==> config.mk <==
export PLATFORM = sky130hd
export DESIGN_NAME = pe_row_sched
export DESIGN_NICKNAME = d
export VERILOG_FILES = /design/src/rtl/pe_row_sched_pkg.sv /design/src/rtl/pe_row_sched_psum_fifo2.sv /design/src/rtl/pe_row_sched.sv
export SDC_FILE = /design/constraint.sdc
export NUM_CORES = 1
export LEC_CHECK = 0
export ABC_AREA = 1
export CAP_MARGIN = 20
export CORE_MARGIN = 1
export CORE_UTILIZATION = 42
export CTS_BUF_LIST = sky130_fd_sc_hd__clkbuf_2
export CTS_CLUSTER_DIAMETER = 120
export DETAILED_ROUTE_END_ITERATION = 10
export PLACE_DENSITY = 0.95
export REMOVE_ABC_BUFFERS = 1
export SYNTH_ARGS = -nofsm -noshare
export SYNTH_HDL_FRONTEND = slang
export SYNTH_SLANG_ARGS = --single-unit
export TNS_END_PERCENT = 30
==> constraint.sdc <==
create_clock -name clk -period 3.75 [get_ports clk]
set_input_delay 0.9375 -clock clk [delete_from_list [all_inputs] [get_ports clk]]
set_output_delay 0.9375 -clock clk [all_outputs]
set_load 0.01 [all_outputs]
==> src/rtl/pe_row_sched_pkg.sv <==
// Shared types and widths for the PE row scheduler and its output buffer.
package pe_row_sched_pkg;

    localparam int WORD_W     = 24;
    localparam int PE_OUT_W   = 18;
    localparam int NUM_PE_DEF = 3;

    typedef enum logic [2:0] {
        IDLE,
        LOAD_W,
        COMPUTE,
        DRAIN,
        DONE
    } state_t;

endpackage

==> src/rtl/pe_row_sched_psum_fifo2.sv <==
// Two-entry valid/ready buffer for row sums; writer guarantees space via credits.
module psum_fifo2 #(
    parameter int W = 20
) (
    input  logic         clk,
    input  logic         rst,
    input  logic         wr_en,
    input  logic [W-1:0] wr_data,
    output logic         rd_valid,
    input  logic         rd_ready,
    output logic [W-1:0] rd_data,
    output logic [1:0]   count
);

    logic [W-1:0] mem [2];
    logic         wptr;
    logic         rptr;
    logic         rd_fire;

    assign rd_fire  = rd_valid & rd_ready;
    assign rd_valid = (count != 2'd0);
    assign rd_data  = mem[rptr];

    always_ff @(posedge clk) begin
        if (rst) begin
            wptr  <= 1'b0;
            rptr  <= 1'b0;
            count <= 2'd0;
        end else begin
            if (wr_en)
                wptr <= ~wptr;
            if (rd_fire)
                rptr <= ~rptr;
            case ({wr_en, rd_fire})
                2'b10:   count <= count + 2'd1;
                2'b01:   count <= count - 2'd1;
                default: count <= count;
            endcase
        end
    end

    // Storage holds data only, so it is left out of reset.
    always_ff @(posedge clk) begin
        if (wr_en)
            mem[wptr] <= wr_data;
    end

endmodule

==> src/rtl/pe_row_sched.sv <==
// Row scheduler: loads PE weights, streams imap beats under a 2-credit limit,
// and sums the PE results into a 2-entry output buffer.
module pe_row_sched
    import pe_row_sched_pkg::*;
#(
    parameter int NUM_PE = NUM_PE_DEF,
    parameter int PSUM_W = 20
) (
    input  logic                         clk,
    input  logic                         rst,
    input  logic                         start,
    input  logic [15:0]                  cfg_num_out,
    input  logic                         w_valid,
    output logic                         w_ready,
    input  logic [WORD_W-1:0]            w_data,
    input  logic                         i_valid,
    output logic                         i_ready,
    input  logic [NUM_PE*WORD_W-1:0]     i_data,
    output logic [NUM_PE-1:0]            pe_w_en,
    output logic [WORD_W-1:0]            pe_w_data,
    output logic                         pe_ce,
    output logic [NUM_PE*WORD_W-1:0]     pe_in1,
    input  logic [NUM_PE*PE_OUT_W-1:0]   pe_out,
    output logic                         o_valid,
    input  logic                         o_ready,
    output logic [PSUM_W-1:0]            o_data,
    output logic                         busy,
    output logic                         done
);

    localparam int CNT_W = (NUM_PE > 1) ? $clog2(NUM_PE) : 1;
    localparam logic [CNT_W-1:0] LAST_W = CNT_W'(NUM_PE - 1);

    function automatic logic [PSUM_W-1:0] row_sum(input logic [NUM_PE*PE_OUT_W-1:0] v);
        logic [PSUM_W-1:0] acc;
        acc = '0;
        for (int k = 0; k < NUM_PE; k++)
            acc = acc + PSUM_W'(v[k*PE_OUT_W +: PE_OUT_W]);
        return acc;
    endfunction

    state_t            state;
    logic [CNT_W-1:0]  w_cnt;
    logic [15:0]       num_out_q;
    logic [15:0]       acc_cnt;
    logic              w_fire;
    logic              vld_p0;
    logic              vld_p1;
    logic [PSUM_W-1:0] sum_p1;
    logic [1:0]        fifo_cnt;
    logic [1:0]        credit_used;

    // Stage 0: handshakes and combinational drive of the PE row.
    assign w_fire      = w_ready & w_valid;
    assign credit_used = fifo_cnt + {1'b0, vld_p1};
    assign i_ready     = (state == COMPUTE) && (credit_used < 2'd2);
    assign vld_p0      = i_valid & i_ready;
    assign pe_ce       = vld_p0;
    assign pe_in1      = i_data;
    assign pe_w_data   = w_data;
    assign pe_w_en     = w_fire ? (NUM_PE'(1) << w_cnt) : '0;

    // Stage 1: PE results are valid one cycle after pe_ce; sum lands in the buffer.
    assign sum_p1 = row_sum(pe_out);

    psum_fifo2 #(
        .W (PSUM_W)
    ) u_fifo (
        .clk      (clk),
        .rst      (rst),
        .wr_en    (vld_p1),
        .wr_data  (sum_p1),
        .rd_valid (o_valid),
        .rd_ready (o_ready),
        .rd_data  (o_data),
        .count    (fifo_cnt)
    );

    always_ff @(posedge clk) begin
        if (rst) begin
            state     <= IDLE;
            w_cnt     <= '0;
            num_out_q <= '0;
            acc_cnt   <= '0;
            vld_p1    <= 1'b0;
            w_ready   <= 1'b0;
            busy      <= 1'b0;
            done      <= 1'b0;
        end else begin
            vld_p1 <= vld_p0;
            done   <= 1'b0;
            case (state)
                IDLE: begin
                    if (start) begin
                        state     <= LOAD_W;
                        num_out_q <= cfg_num_out;
                        w_cnt     <= '0;
                        acc_cnt   <= '0;
                        w_ready   <= 1'b1;
                        busy      <= 1'b1;
                    end
                end
                LOAD_W: begin
                    if (w_fire) begin
                        if (w_cnt == LAST_W) begin
                            w_ready <= 1'b0;
                            if (num_out_q == 16'd0) begin
                                state <= DONE;
                                done  <= 1'b1;
                            end else begin
                                state <= COMPUTE;
                            end
                        end else begin
                            w_cnt <= w_cnt + CNT_W'(1);
                        end
                    end
                end
                COMPUTE: begin
                    if (vld_p0) begin
                        acc_cnt <= acc_cnt + 16'd1;
                        if (acc_cnt + 16'd1 == num_out_q)
                            state <= DRAIN;
                    end
                end
                DRAIN: begin
                    // An empty buffer means no output handshake is outstanding.
                    if (!vld_p1 && fifo_cnt == 2'd0) begin
                        state <= DONE;
                        done  <= 1'b1;
                    end
                end
                DONE: begin
                    state <= IDLE;
                    busy  <= 1'b0;
                end
                default: state <= IDLE;
            endcase
        end
    end

endmodule

==> results of run 1 <==
[final cells by class]
| cell class | instances | area (µm²) |
|---|---|---|
| fill | 1272 | 7260 |
| multi-input combinational | 436 | 2760 |
| sequential | 86 | 2120 |
| timing repair buffer | 108 | 1070 |
| inverter | 76 | 285 |
| tap | 180 | 225 |
| clock inverter | 7 | 62.6 |
| clock buffer | 9 | 45.0 |
[layout by cell type (no fill, tap or decap), types with 22 or more instances in the layout]
cell             Yosys  routed
clkdlybuf4s50_1      0     104
a21oi_1             57      57
ha_1                22      22
nand3_1             46      46
inv_1               73      73
nor2_1              37      36
o21ai_0             33      33
edfxtp_1            40      40
nand2_1            126     126
dfxtp_1             46      46
[kinds of logic after synthesis]
kind of cell,Yosys count
compound gates,105
xor+xnor,21
fa+ha+maj,41
buf+inv,184
flops,86
mux,20
simple gates,249
[final timing paths]
kind              depth (start not counted)  slack [ns]    endpoint        start
setup / recovery                          2        0.33  o_data[13]    flip-flop
hold / removal                            1        0.48   flip-flop  u_fifo.rptr
setup reg to reg                         15        1.67    state[2]   acc_cnt[0]
hold reg to reg                           1        0.48   flip-flop  u_fifo.rptr
[routing by layer]
metal | track usage | part of all wire
met1 | 0.242 | 0.31
met2 | 0.417 | 0.42
met3 | 0.264 | 0.21
met4 | 0.161 | 0.058
met5 | 0.0809 | 0.0062
[power breakdown]
group	internal, W	switching [W]	total [W]	leakage [nW]
Combinational	0.000523	0.000720	0.00124	1.81
Clock	0.000107	0.000372	0.000479	0.0715
Sequential	0.00117	0.000131	0.00130	0.738
[worst max-delay path, cell delays in order, from the launching register on]
cell and delay [ns]:
dfxtp_1 0.95, mux2_2 0.42, clkdlybuf4s50_1 0.51
[registers in the layout (all words and copies together), names as in the netlist, named ones only]
register      count
u_fifo.count      2
u_fifo.wptr       1
w_cnt             2
u_fifo.rptr       1
u_fifo.mem       40
busy              1
w_ready           1
vld_p1            1
acc_cnt          16
state             3
done              1
num_out_q        16
[metrics by stage]
stage          setup WS (ns)  area (µm²)  hold slack [ns]   util  instances
6_report               0.331        6570            0.483  0.475        902
5_1_grt                0.120        6570            0.517  0.475        902
4_1_cts                0.241        6570            0.488  0.475        902
3_5_place_dp          0.0666        6460            0.451  0.467        886
3_3_place_gp           0.177        6460            0.435  0.467        886
2_1_floorplan          0.747        5160            0.426      -        598
==> key figures, run 1 <==
Outcome
  – Status: completed

Yosys
  – Ys flop type: dfxtp_1
  – Gate Count Post-Synth: 706
  – Synth Area in Simple Gates: 0.189
  – Yosys cell types: 38
  – Synth Area in Adders: 0.110
  – Top post-synthesis cells by count: 126 x nand2_1, 96 x buf_4, 73 x inv_1
  – FF+latch count, synth: 86
  – Most common cell in the netlist: nand2_1
  – Sequential share of the synthesized area: 0.358
  – Area leader, netlist: edfxtp_1
  – Largest family of logic cells by synthesized area: simple AND/OR/NAND/NOR gates
  – Mux cell area share after synthesis: 0.0379
  – Number of synthesized flops with an enable pin: 40
  – Syn avg cell area: 8.41 µm²
  – Synth async-reset ratio: 0
  – Post-synthesis compound-gate area fraction: 0.0932
  – Top cell type's share of synthesized area: 0.202
  – XOR/XNOR Fraction of Synth Area: 0.0333
  – Area of the mapped netlist: 5940 µm²
  – Synth top area cells: edfxtp_1 20%, dfxtp_1 16%, buf_4 12%
  – Ys Warns: 0

Clocking
  – PostCTS Resize Cnt: 0
  – H-Tree Depth: 3
  – Clock Path Buffers: 2
  – Post-CTS setup buffers: 0
  – Root buffer cell: clkbuf_2
  – Clock-pin slew on the worst setup and hold paths: 0.25 ns
  – CTS sink count: 86
  – CTS Hold Buffers Added: 0
  – TritonCTS buffer count: 9
  – CTS tree: built
  – Clock latency on the worst-skew pair: 0.61 ns

Global route
  – Vias in the first global route: 4671
  – First-pass GRT wire length: ~29000 µm
  – Grt ovf: 0
  – Largest net degree at the start of global routing: 35
  – Total GRT Usage: 0.281
  – Initial antenna violation count: 0

Setup path
  – Arr. time, crit path: ~2.5 ns
  – Critical path type: flip-flop to primary output
  – CP Data Required Time: ~2.8 ns
  – Crit end category: primary output
  – Critical path fanouts, max: 20
  – Startpoint Class: flip-flop

Job
  – Maxcap violations: 0

Floorplanning
  – Io pins: approximately 300
  – Initial Util: 0.429
  – Chip height: 121 µm
  – FP Rows: 43
  – Core Region: roughly 14000 µm²
  – Die ar.: 14600 µm²
  – Die X: 121 µm

Timing
  – Final worst-path cycle share: 0.912
  – Slew Limit Headroom: 0.299
  – Skew final: 0.0182 ns
  – Final Max Slew Viols: 0
  – Final critical-path required period: 3.42 ns
  – RSZ-0062 raised after global routing: no
  – Slew at the pin closest to its max-slew limit: between 1 and 1.5 ns
  – Setup TNS: 0 ns
  – Peak Freq: just under 0.3 GHz
  – # setup viols final: 0
  – Final Hold Violating Endpoints: 0

Place
  – Hpwl dp: approximately 17000 µm
  – PortBufs: 104
  – Placer Congestion: 0.880

Route
  – Vias per cell: approximately 5.4
  – Post-DRT Antenna Nets: 0
  – Vias post-DR: 4839
  – Initial DRT Pass Iterations: 4
  – DR WL/cell: 22.5 µm
  – DR iter-0 viols: 271
  – Final wirelength: 20300 µm
  – DRC: 0

Cells and area
  – Nets: 930
  – Layout cells sized above 1: 0.0956
  – P&R area growth vs syn: 10.6%
  – Diode count: 0

Pwr
  – LEAKAGE: 2.62 nW
  – Peak VDD IR: 0.187 mV
  – PwrDens: 460 nW/µm²
  – Tot Pwr: roughly 0.0030 W

Hold path
  – Hold Crit Class: flip-flop to flip-flop
No activity file was read; power rests on OpenSTA's default activity.
==> run 2: changes to the inputs <==
--- a/config.mk
+++ b/config.mk
@@ -8,11 +8,11 @@
 export ABC_AREA = 1
 export CAP_MARGIN = 20
 export CORE_MARGIN = 1
-export CORE_UTILIZATION = 42
+export CORE_UTILIZATION = 40
 export CTS_BUF_LIST = sky130_fd_sc_hd__clkbuf_2
 export CTS_CLUSTER_DIAMETER = 120
 export DETAILED_ROUTE_END_ITERATION = 10
-export PLACE_DENSITY = 0.95
+export PLACE_DENSITY = 0.92
 export REMOVE_ABC_BUFFERS = 1
 export SYNTH_ARGS = -nofsm -noshare
 export SYNTH_HDL_FRONTEND = slang
==> run 2 against run 1 <==
Net effect:
- design area is 0.59% higher
- largest cell class unchanged
- global-route usage is 2.3 points lower
- flip-flop and latch count stayed put
- highest routed layer unchanged
- hold slack worse by 0.0077 ns
- non-clock buffer count stayed put
- maximum frequency is 0.54% higher
- total power is 2.3% higher
- cell count is 0.44% higher
- die area is 4.9% higher
- count of clock-buffer cells in the layout stayed put
==> key figures, run 2 (synthesized netlist as in run 1, its figures left out) <==
Global route
  – Vias in the first global route: 4521 (-3.2%)
  – Initial antenna violation count: 0 (unchanged)
  – Total GRT Usage: 0.258 (-0.0232)
  – Largest net degree at the start of global routing: 35 (unchanged)
  – Grt ovf: 0 (unchanged)
  – First-pass GRT wire length: 27300 µm (-4.4%)

Timing
  – Skew final: 0.0167 ns (-0.00141 ns)
  – Final worst-path cycle share: 0.907 (-0.00489)
  – Slew Limit Headroom: 0.317 (+0.0185)
  – Slew at the pin closest to its max-slew limit: 1.02 ns (-0.0277 ns)
  – # setup viols final: 0 (unchanged)
  – Peak Freq: 0.294 GHz (+0.54%)
  – Final Max Slew Viols: 0 (unchanged)
  – Setup TNS: 0 ns (unchanged)
  – Final Hold Violating Endpoints: 0 (unchanged)
  – RSZ-0062 raised after global routing: no
  – Final critical-path required period: 3.40 ns (-0.0183 ns)

Route
  – DR WL/cell: 21.2 µm (-5.7%)
  – Vias per cell: 5.29 (-1.4%)
  – Post-DRT Antenna Nets: 0 (unchanged)
  – DRC: 0 (unchanged)
  – DR iter-0 viols: 262 (-3.3%)
  – Final wirelength: 19200 µm (-5.3%)
  – Initial DRT Pass Iterations: 5 (+1)
  – Vias post-DR: 4793 (-0.95%)

Setup path
  – Critical path fanouts, max: 3 (-85%)
  – Critical path type: input pin to primary output
  – Worst R2R End: state[2]
  – Arr. time, crit path: 2.46 ns (-0.02 ns)
  – Startpoint Class: input pin
  – Reg-to-reg startpoint: acc_cnt[0]
  – Crit end category: primary output
  – R2R cell count: 13 (-2)
  – R2R Setup Slk: 1.69 ns (+0.02 ns)
  – CP Data Required Time: 2.81 ns (about the same)
  – CP Launch Point: i_valid

Cells and area
  – Nets: 930 (unchanged)
  – Largest Register: u_fifo.mem
  – P&R area growth vs syn: 11.3%
  – Layout cells sized above 1: 0.0956 (unchanged)
  – Final instance area: 6610 µm² (+0.59%)
  – Largest registers: u_fifo.mem: 40 flops, acc_cnt: 16 flops, num_out_q: 16 flops
  – Max reg flops: 40 (unchanged)
  – Final std cells w/o fill: 906 (+0.44%)
  – Diode count: 0 (unchanged)
  – Most frequent cells in the layout: 126 x nand2_1, 104 x clkdlybuf4s50_1, 73 x inv_1
  – Fin util: 0.456 (-0.0187)
  – Commonest non-fill, non-tap cell in the layout: nand2_1

Clocking
  – Clock latency on the worst-skew pair: 0.57 ns (-0.04 ns)
  – Post-CTS setup buffers: 0 (unchanged)
  – CTS sink count: 86 (unchanged)
  – PostCTS Resize Cnt: 0 (unchanged)
  – Clock-pin slew on the worst setup and hold paths: 0.22 ns (-0.03 ns)
  – TritonCTS buffer count: 9 (unchanged)
  – Root buffer cell: clkbuf_2
  – CTS Hold Buffers Added: 0 (unchanged)
  – Clock Path Buffers: 2 (unchanged)
  – H-Tree Depth: 3 (unchanged)
  – CTS tree: built

Place
  – Placed cell area: 6460 µm² (about the same)
  – Placer Congestion: 0.894 (+1.6%)
  – Hpwl dp: 15300 µm (-8.2%)
  – PortBufs: 104 (unchanged)
  – Placed cells: 890 (+0.45%)

Pwr
  – PwrDens: 468 nW/µm² (+1.7%)
  – Sequential Power Share: 0.417 (-0.014)
  – Sw Ratio: 0.380 (-0.0240)
  – Clock power share: 0.180 (+0.022)
  – Peak VDD IR: 0.209 mV (+12%)
  – Net Sw Power: 0.00118 W (-3.8%)
  – Logic gate share of total power: 0.402 (-0.009)
  – Tot Pwr: 0.00309 W (+2.3%)
  – LEAKAGE: 2.63 nW (+0.43%)
  – P_int: 0.00192 W (+6.4%)

Floorplanning
  – Core Region: 14500 µm² (+4.7%)
  – Io pins: 297 (unchanged)
  – Initial Util: 0.410 (-0.0193)
  – Die X: 124 µm (+2.4%)
  – FP Rows: 44 (+2.3%)
  – Chip height: 124 µm (+2.4%)
  – Die ar.: 15300 µm² (+4.9%)

Hold path
  – Worst Hold End: u_fifo.rptr
  – Hold Path Depth: 1 (unchanged)
  – Hold Crit Class: flip-flop to flip-flop
  – HP Start: u_fifo.rptr

Outcome
  – Status: completed

Job
  – Maxcap violations: 0 (unchanged)
[run 2: final cells by class]
type	count	area, µm²
repair buffers	108	1070
flip-flops and latches	86	2120
clock inverters	7	96.3
fillers	1345	7870
clock buffers	9	45.0
multi-input cells	436	2760
inverters	76	285
well taps	184	230
[run 2: critical path, stage by stage]
cell and delay [ns]:
clkdlybuf4s50_1 0.45, inv_1 0.05, nor3_2 0.40, clkdlybuf4s50_1 0.63
[run 2: through the flow]
step	setup WS, ns	hold WS (ns)
6_report	0.349	0.475
3_5_place_dp	0.0883	0.454
2_1_floorplan	0.747	0.426
4_1_cts	0.359	0.481
3_3_place_gp	0.168	0.434
5_1_grt	0.316	0.499
[run 2: metal layers]
layer  up-vias  routed length [µm]  GRT usage
li1       2254                   -          -
met1      2163                6860      0.266
met2       312                7470      0.345
met3        58                3810      0.223
met4         6                 932      0.130
met5         -                 181      0.142
[run 2: worst max-delay path by stage]
stage                        endpoint  depth (start not counted)  slack [ns]
finish                          pe_ce                          4        0.35
CTS                             pe_ce                          4        0.36
floorplan           u_fifo.mem[0][16]                          9        0.75
detailed placement  u_fifo.mem[0][19]                         14        0.09
global placement    u_fifo.mem[0][19]                         14        0.17
global route                    pe_ce                          4        0.32
[run 2: power groups by stage]
stage / Combinational, W / Sequential [W] / Clock [W]
final: 0.00124 / 0.00129 / 0.000558
after global routing: 0.00140 / 0.00131 / 0.000623
after CTS: 0.00124 / 0.00129 / 0.000574
after detailed placement: 0.00124 / 0.00131 / 0
after global placement: 0.00119 / 0.00130 / 0
after floorplan: 0.000826 / 0.00129 / 0
